`src/rtl/ps2_pkg.sv`:
```
// Shared PS/2 keyboard definitions: frame constants, FSM states, parity/frame
// helpers and the ASCII to set-2 make-code table (kept in sync with the decoder).
package ps2_pkg;

  localparam logic [7:0] PS2_BREAK     = 8'hF0;
  localparam int         PS2_FRAME_LEN = 11;

  typedef enum logic [1:0] {
    IDLE = 2'd0,
    SEND = 2'd1,
    GAP  = 2'd2
  } ps2_state_e;

  typedef struct packed {
    logic       supported;
    logic [7:0] code;
  } scan_t;

  function automatic logic ps2_parity(input logic [7:0] data);
    return ~^data;
  endfunction

  // Frame bit 0 goes out first: start, data LSB first, odd parity, stop.
  function automatic logic [10:0] ps2_frame(input logic [7:0] data);
    return {1'b1, ps2_parity(data), data, 1'b0};
  endfunction

  function automatic scan_t ascii_to_scan(input logic [7:0] ch);
    logic [7:0] up;
    scan_t      r;
    up          = ((ch >= 8'h61) && (ch <= 8'h7A)) ? (ch - 8'h20) : ch;
    r.supported = 1'b1;
    case (up)
      8'h41: r.code = 8'h1C;  8'h42: r.code = 8'h32;  8'h43: r.code = 8'h21;
      8'h44: r.code = 8'h23;  8'h45: r.code = 8'h24;  8'h46: r.code = 8'h2B;
      8'h47: r.code = 8'h34;  8'h48: r.code = 8'h33;  8'h49: r.code = 8'h43;
      8'h4A: r.code = 8'h3B;  8'h4B: r.code = 8'h42;  8'h4C: r.code = 8'h4B;
      8'h4D: r.code = 8'h3A;  8'h4E: r.code = 8'h31;  8'h4F: r.code = 8'h44;
      8'h50: r.code = 8'h4D;  8'h51: r.code = 8'h15;  8'h52: r.code = 8'h2D;
      8'h53: r.code = 8'h1B;  8'h54: r.code = 8'h2C;  8'h55: r.code = 8'h3C;
      8'h56: r.code = 8'h2A;  8'h57: r.code = 8'h1D;  8'h58: r.code = 8'h22;
      8'h59: r.code = 8'h35;  8'h5A: r.code = 8'h1A;
      8'h30: r.code = 8'h45;  8'h31: r.code = 8'h16;  8'h32: r.code = 8'h1E;
      8'h33: r.code = 8'h26;  8'h34: r.code = 8'h25;  8'h35: r.code = 8'h2E;
      8'h36: r.code = 8'h36;  8'h37: r.code = 8'h3D;  8'h38: r.code = 8'h3E;
      8'h39: r.code = 8'h46;
      default: begin
        r.supported = 1'b0;
        r.code      = 8'h00;
      end
    endcase
    return r;
  endfunction

endpackage

```
`src/rtl/ascii_to_ps2_code.sv`:
```
// Combinational ASCII to set-2 make-code lookup; lowercase folds onto uppercase.
module ascii_to_ps2_code
  import ps2_pkg::*;
(
  input  logic [7:0] ascii,
  output logic [7:0] code,
  output logic       supported
);

  scan_t scan_s;

  // Table lookup through the shared package function
  always_comb begin
    scan_s    = ascii_to_scan(ascii);
    code      = scan_s.code;
    supported = scan_s.supported;
  end

endmodule

```
`src/rtl/ascii_ps2_kbd_tx.sv`:
```
// Keyboard-side PS/2 emulator: one ASCII character in, make [F0 make] frames out
// on registered ps2_clk/ps2_data lines.
module ascii_ps2_kbd_tx
  import ps2_pkg::*;
#(
  parameter int CLK_DIV    = 4,
  parameter int GAP_CYCLES = 16,
  parameter bit SEND_BREAK = 1'b1
) (
  input  logic       clk,
  input  logic       rst,
  input  logic [7:0] ascii_in,
  input  logic       ascii_valid,
  output logic       ascii_ready,
  output logic       ps2_clk,
  output logic       ps2_data,
  output logic       busy,
  output logic       err
);

  localparam int SLOT_W = $clog2(2 * CLK_DIV);
  localparam int GAP_W  = $clog2(GAP_CYCLES + 1);

  localparam logic [SLOT_W-1:0] SLOT_LAST = SLOT_W'(2 * CLK_DIV - 1);
  localparam logic [SLOT_W-1:0] SLOT_HALF = SLOT_W'(CLK_DIV);
  localparam logic [GAP_W-1:0]  GAP_LAST  = GAP_W'(GAP_CYCLES - 1);
  localparam logic [3:0]        BIT_LAST  = 4'(PS2_FRAME_LEN - 1);
  localparam logic [1:0]        LAST_BYTE = SEND_BREAK ? 2'd2 : 2'd0;

  ps2_state_e        state_r, state_s;
  logic [SLOT_W-1:0] slot_r, slot_s;
  logic [3:0]        bit_r, bit_s;
  logic [GAP_W-1:0]  gap_r, gap_s;
  logic [1:0]        byte_idx_r, byte_idx_s;
  logic [7:0]        code_r, code_s;
  logic [10:0]       frame_r, frame_s;
  logic              ps2_clk_r, ps2_clk_s;
  logic              ps2_data_r, ps2_data_s;
  logic              busy_r, busy_s;
  logic              err_r, err_s;
  logic [7:0]        lut_code_s;
  logic              lut_supported_s;

  ascii_to_ps2_code u_lut (
    .ascii     (ascii_in),
    .code      (lut_code_s),
    .supported (lut_supported_s)
  );

  // Next-state, counter and line computation; outputs derive from the next state
  // so that every line is a flop aligned with the FSM.
  always_comb begin
    state_s    = state_r;
    slot_s     = slot_r;
    bit_s      = bit_r;
    gap_s      = gap_r;
    byte_idx_s = byte_idx_r;
    code_s     = code_r;
    frame_s    = frame_r;
    err_s      = 1'b0;
    case (state_r)
      IDLE: begin
        if (ascii_valid && lut_supported_s) begin
          state_s    = SEND;
          slot_s     = '0;
          bit_s      = 4'd0;
          byte_idx_s = 2'd0;
          code_s     = lut_code_s;
          frame_s    = ps2_frame(lut_code_s);
        end else if (ascii_valid) begin
          err_s = 1'b1;
        end else begin
          err_s = 1'b0;
        end
      end
      SEND: begin
        if (slot_r == SLOT_LAST) begin
          slot_s = '0;
          if (bit_r == BIT_LAST) begin
            state_s = GAP;
            gap_s   = '0;
          end else begin
            bit_s   = bit_r + 4'd1;
            frame_s = {1'b1, frame_r[10:1]};
          end
        end else begin
          slot_s = slot_r + SLOT_W'(1);
        end
      end
      GAP: begin
        if (gap_r == GAP_LAST) begin
          gap_s = '0;
          if (byte_idx_r != LAST_BYTE) begin
            state_s    = SEND;
            byte_idx_s = byte_idx_r + 2'd1;
            slot_s     = '0;
            bit_s      = 4'd0;
            frame_s    = ps2_frame((byte_idx_r == 2'd0) ? PS2_BREAK : code_r);
          end else begin
            state_s = IDLE;
          end
        end else begin
          gap_s = gap_r + GAP_W'(1);
        end
      end
      default: begin
        state_s = IDLE;
      end
    endcase

    if (state_s == SEND) begin
      ps2_clk_s  = (slot_s < SLOT_HALF);
      ps2_data_s = frame_s[0];
    end else begin
      ps2_clk_s  = 1'b1;
      ps2_data_s = 1'b1;
    end
    busy_s = (state_s != IDLE);
  end

  // State, counters and registered outputs; reset aborts any frame in flight
  always_ff @(posedge clk) begin
    if (rst) begin
      state_r    <= IDLE;
      slot_r     <= '0;
      bit_r      <= 4'd0;
      gap_r      <= '0;
      byte_idx_r <= 2'd0;
      code_r     <= 8'h00;
      frame_r    <= 11'h7FF;
      ps2_clk_r  <= 1'b1;
      ps2_data_r <= 1'b1;
      busy_r     <= 1'b0;
      err_r      <= 1'b0;
    end else begin
      state_r    <= state_s;
      slot_r     <= slot_s;
      bit_r      <= bit_s;
      gap_r      <= gap_s;
      byte_idx_r <= byte_idx_s;
      code_r     <= code_s;
      frame_r    <= frame_s;
      ps2_clk_r  <= ps2_clk_s;
      ps2_data_r <= ps2_data_s;
      busy_r     <= busy_s;
      err_r      <= err_s;
    end
  end

  assign ascii_ready = (state_r == IDLE) && !rst;
  assign ps2_clk     = ps2_clk_r;
  assign ps2_data    = ps2_data_r;
  assign busy        = busy_r;
  assign err         = err_r;

endmodule

```
`config.mk`:
```
export PLATFORM = sky130hd
export DESIGN_NAME = ascii_ps2_kbd_tx
export DESIGN_NICKNAME = d
export VERILOG_FILES = /design/src/rtl/ps2_pkg.sv /design/src/rtl/ascii_to_ps2_code.sv /design/src/rtl/ascii_ps2_kbd_tx.sv
export SDC_FILE = /design/constraint.sdc
export NUM_CORES = 1
export LEC_CHECK = 0
export BUFFER_PORTS_ARGS = -buffer_cell sky130_fd_sc_hd__clkbuf_2
export CAP_MARGIN = 10
export CORE_MARGIN = 2
export CORE_UTILIZATION = 50
export CTS_BUF_LIST = sky130_fd_sc_hd__clkbuf_4
export DETAILED_ROUTE_END_ITERATION = 10
export GPL_TIMING_DRIVEN = 0
export PLACE_DENSITY_LB_ADDON = 0.05
export REMOVE_ABC_BUFFERS = 1
export SLEW_MARGIN = 20
export SYNTH_ARGS = -nofsm -noshare
export SYNTH_HDL_FRONTEND = slang
export SYNTH_HIERARCHICAL = 1
export SYNTH_SLANG_ARGS = --single-unit
```
`constraint.sdc`:
```
create_clock -name clk -period 7.26 [get_ports clk]
set_input_delay 0.726 -clock clk [delete_from_list [all_inputs] [get_ports clk]]
set_output_delay 0.726 -clock clk [all_outputs]
set_load 0.02 [all_outputs]
```
# Yosys cells after proc, flatten, opt, wreduce, memory -nomap -nowiden
# Cells that the tools add are included.
# word_totals
reg_bits,39
out_inout_bits,5
elab_cells,126
# classes
add_sub_neg,5
n_lt_le_gt_ge,3
n_eq_ne,49
mux,36
bitwise_logic,2
reduce_logical,19
# op_table
operator,n
$pmux 7 s36,1
$eq 8x7->1 const B,26
$eq 8x6->1 const B,10
$mux 11,5
$reduce_or 36->1,1
$pmux 11 s3,1
$mux 4,5
$mux 8,2
$reduce_xnor 8->1,2
$mux 5,3
$mux 2,7
$ne 2x2->1 const B,7
$mux 3,4
$pmux 4 s3,1
$pmux 5 s2,1
$pmux 3 s3,1
$ge 8x7->1 const B,1
$le 8x7->1 const B,1
$sub 8x6->8 const B,1
$pmux 2 s3,1
$reduce_and 6->1,1
$reduce_bool 2->1,3
$add 5x1->5 const B,1
$eq 5x4->1 const B,1
other kinds (20),27

# Longest topological paths before layout
# depth
word_depth,12
ltp_mapped,14

# Cells and area by module
# The synthesis kept the hierarchy.
# by_module_without_submodules
mod,instances,cells_per_inst,area_per_inst_um2
ascii_ps2_kbd_tx,1,215,1903.1
ascii_to_ps2_code,1,147,915.9

# Worst setup path before layout
# No wires, ideal clock.
# synth_path
kind,in2reg
startpoint,in ascii_in[5]
endpoint,reg frame_r[9]
setup_ns,0.129
t_arrival_ns,3.152
setup_slack_ns,3.979
stages,13
cell_sequence,buf_4 -> inv_1 -> ha_1 -> o21a_1 -> nor3_2 -> a22oi_1 -> o22a_1 -> o211ai_1 -> xnor2_1 -> xnor2_1 -> xnor2_1 -> a221oi_1 -> nand3_1
# synth_via
word_cells_on_any_way,50
classes_between,add/sub: 1; order compare: 2; eq/ne: 37; mux: 5; reduce/logical: 5
# synth_lines
element,line,text
from (decl),ascii_ps2_kbd_tx.sv:12,"input logic [7:0] ascii_in,"
$ge 8x7->1 / $le 8x7->1 (equally long branches),ps2_pkg.sv:31,up = ((ch >= 8'h61) && (ch <= 8'h7A)) ? (ch - 8'h20) : ch;
$logic_and 1x1->1,ps2_pkg.sv:31,
$mux 8 *,ps2_pkg.sv:31,
$eq 8x6->1 / $eq 8x7->1 (equally long branches),ps2_pkg.sv:33,case (up)
$pmux 7 s36 *,ps2_pkg.sv:33,
via lut_code_s[5],ascii_ps2_kbd_tx.sv:41,logic [7:0] lut_code_s;
$reduce_xnor 8->1 *,ps2_pkg.sv:20,return ~^data;
$mux 11 *,ascii_ps2_kbd_tx.sv:63,if (ascii_valid && lut_supported_s) begin
$pmux 11 s3 *,ascii_ps2_kbd_tx.sv:61,case (state_r)
to (signal assigned),ascii_ps2_kbd_tx.sv:142,frame_r <= frame_s;
to (decl),ascii_ps2_kbd_tx.sv:36,"logic [10:0] frame_r, frame_s;"
# Mark *: on every way through the listed nets, which the timed path passes. The rest lies on a longest branch. The select of a mux whose other input is x is not followed.
# A chain may end at the register's enable or synchronous reset.

# Worst setup path after layout
# layout_path
startpoint,in ascii_in[5]
endpoint,reg frame_r[1]
# layout_via
elab_chain_cells,9
word_cells_on_any_way,49
classes_between,add/sub: 1; order compare: 2; eq/ne: 37; mux: 5; reduce/logical: 4
# layout_rtl
element,line,text
$ge 8x7->1 / $le 8x7->1 (equally long branches),ps2_pkg.sv:31,
$logic_and 1x1->1,ps2_pkg.sv:31,
$mux 8 *,ps2_pkg.sv:31,
$eq 8x7->1 / $eq 8x6->1 (equally long branches),ps2_pkg.sv:33,
$reduce_or 36->1 (no source line) *,n/a,
$mux 1 *,ps2_pkg.sv:33,
via lut_supported_s,ascii_ps2_kbd_tx.sv:42,logic lut_supported_s;
$logic_and 1x1->1 *,ascii_ps2_kbd_tx.sv:63,
$ne 2x2->1 (no source line) *,n/a,
$reduce_and 6->1 (no source line) *,n/a,
# Marks and branches as above.

==> impl_metrics.ini <==
[grt]
grt_pass1_vias = 2301
groute.usage.overall_pct = 22.7
grt_pass1_wl_um = 11400
grt-ovfl-total = 0
grt_max_degree = 38
antenna_found_initial = 0

[worst_setup_path]
crit_type = input port to flip-flop
crit_fanout = 12
rr_endpoint = frame_r[1]$_SDFFE_PP1P_
reg2reg_depth = 6
critPathLaunch = ascii_in[5]
path_cells = clkbuf_2 > inv_1 > ha_1 > o21ai_1 > nand3_1 > nor3_1 > o21ai_1 > nand3_1 > nor4bb_2 > nand2_1 > o21ai_0 > a311oi_1 > o21bai_1
required_ps = 7550
start_kind = input port
r2r_slack_ps = 5150
rr_startpoint = byte_idx_r[0]$_SDFFE_PP0P_
slowest_delay_ps = 870
end_kind = flip-flop
crit_arrival_ps = 4300
critical_path.endpoint = frame_r[1]$_SDFFE_PP1P_
critical-path-slowest-cell = nor4bb_2

[power]
internal_power_mw = 0.293
switching_share_pct = 31.9
ir_worst_vdd_mv = 0.105
p_comb_share_pct = 20.4
power_density_nw_per_um2 = 147
seqPwrFrac_pct = 52.0
clkPwrFrac_pct = 27.6
p_leak_nw = 1.12
power.switching_mw = 0.138

[final_layout]
fin_nets = 381
drive_gt1_share_pct = 12.1
syn2layout_area_growth_pct = 4.26
fin_cells = 435
insertedDiodeCount = 0
final_core_util_pct = 53.7

[clocking]
numCtsBuffers = 5
cts-root-buf = clkbuf_4
ctsResizeCount = 0
clk_latency_ps = 350
cts.sinks = 39
htreeDepth = 2
cts_hold_buf = 0
cts_tree = built
clk_pin_slew_worst_paths_ps = 130
postCtsSetupBuffers = 0
cts_buffer_depth = 2

[routing]
drt.antenna.violating_nets = 0
vias = 2624
drt_first_iter_violations = 144
wl_per_cell_um = 15.7
routed_via_density = 6.03
dr.pass1.iters = 5
totalWireLength_um = 6810
route.detailed.drc = 0

[logic_synthesis]
yosys.area.top_type = dfxtp_1
synth_xor_area_share_pct = 5.59
synth.top_cells.by_area = dfxtp_1, nand2_1, nor2_1, a21oi_1, xnor2_1
syn_inst = 362
synthArstFlopShare_pct = 0
synth_compound_area_share_pct = 28.8
synth_warnings = 6
ys_seq_area_share_pct = 27.7
synth_edf_count = 0
yosys_register_bits = 39
synth_cell_types = 76
synth-adder-area-share_pct = 3.55
ys.flop_type = dfxtp_1
syn_area_um2 = 2820
ys_top_cells_by_count = dfxtp_1, nand2_1, nor2_1
yosysTopAreaCellShare_pct = 27.7
synth-simple-area-share_pct = 27.4
syn_area_per_cell_um2 = 7.79
synth_top_family_by_area = compound AO/OA/AOI/OAI gates
yosysMostFrequentCell = dfxtp_1
yosys-mux-area-fraction_pct = 0.710

[floorplan]
initial_core_util_pct = 51.5
die_w_um = 79.1
ioPinCount = 16
die-area_um2 = 6250
row_count = 27
coreArea_um2 = 5470
chipHeight_um = 79.1

[timing]
finalClockSkew_ps = 13.9
maxSlewViolCount = 0
tns_ps = 0
fin_crit_sh_pct = 55.2
holdWs_ps = 452
fmax_ghz = 0.249
worst_pin_slew_ps = 950
timing.slew.headroom_pct = 35.7
final_hold_viol_count = 0
setup_viol = 0
min_period_ps = 4010
rsz0062_at_grt = no

[place]
gp_congestion = 0.940
portBuffers = 15
placed_cells = 427
dp_hpwl_um = 4740

[worst_hold_path]
holdCritStartpoint = gap_r[4]$_SDFFE_PP0P_
hp-class = flip-flop to flip-flop

[flow_run]
maxCapViolCount = 0

[outcome]
status = finished, final reports clean
## flip-flops by register name (all words and copies together) (netlist names)
register    flops
gap_r           5
slot_r          3
ps2_clk         1
frame_r        11
byte_idx_r      2
bit_r           4
code_r          8
err             1
ps2_data        1
busy            1
state_r         2
## cells by family (layout without fill, tap and decap cells)
kind of cell    Yosys count  in the layout
other cells               1              1
buf+inv                  39             40
flops                    39             39
mux                       2              2
compound gates          112            112
xor+xnor                 18             18
simple gates            143            143
fa+ha+maj                 8              8
## worst min path at each step
| stage | end | slack, ps | cells after the start |
|---|---|---|---|
| 3_5_place_dp | frame_r[10]$_SDFFE_PP1P_ | 440 | 1 |
| 4_1_cts | gap_r[4]$_SDFFE_PP0P_ | 460 | 2 |
| 6_report | gap_r[4]$_SDFFE_PP0P_ | 450 | 2 |
| 5_1_grt | gap_r[4]$_SDFFE_PP0P_ | 490 | 2 |
| 3_3_place_gp | gap_r[4]$_SDFFE_PP0P_ | 440 | 2 |
| 2_1_floorplan | frame_r[10]$_SDFFE_PP1P_ | 420 | 1 |
## cell usage in the layout (no fill, tap or decap), types with 3 or more instances in the layout
master,n
dfxtp_1,39
nor2_1,37
nand2_1,37
a21oi_1,25
inv_1,16
nor3_1,15
clkbuf_2,15
xnor2_1,14
o21ai_0,14
nand3_1,10
ha_1,8
o21bai_1,7
a22oi_1,6
nand2b_1,6
clkbuf_4,6
a31oi_1,5
nor2b_1,5
a32oi_1,5
o211ai_1,5
a311oi_1,5
xor2_1,4
o21ai_1,4
o22ai_1,4
nor4_1,4
nor3_2,3
a21o_1,3
## worst max-delay path, delay by kind of cell
| family | cells | cell delay (ps) |
|---|---|---|
| simple gates | 5 | 1920 |
| fa+ha+maj | 1 | 340 |
| buf+inv | 2 | 300 |
| compound gates | 5 | 1010 |
## through the flow
stage               area (µm²)  total power [mW]  setup slack [ps]
CTS                       2940             0.432              3290
detailed placement        2880             0.315              2930
finish                    2940             0.431              3250
floorplan                 2710             0.285              3730
global placement          2880             0.316              2520
global route              2940             0.457              3020
## cell type report
cell class	count	area, µm²
timing repair buffer	15	75.1
tap	72	90.1
clock inverter	2	12.5
sequential	39	781
clock buffer	6	45.0
fill	556	2530
inverter	17	63.8
multi-input combinational	284	1870
## power groups by stage
stage	clock network [mW]	logic, mW	registers (mW)
floorplan	0	0.0561	0.229
global placement	0	0.0871	0.229
detailed placement	0	0.0868	0.229
CTS	0.121	0.0871	0.224
global route	0.135	0.0974	0.225
finish	0.119	0.0879	0.224
## per-layer routing
layer	vias up	wire length, µm	global-route usage, %
met1	1204	3320	34.0
met5	-	0	0
li1	1334	-	-
met2	80	3140	34.2
met4	0	44	5.00
met3	6	309	3.64
Power figures use the tool's default switching activity.
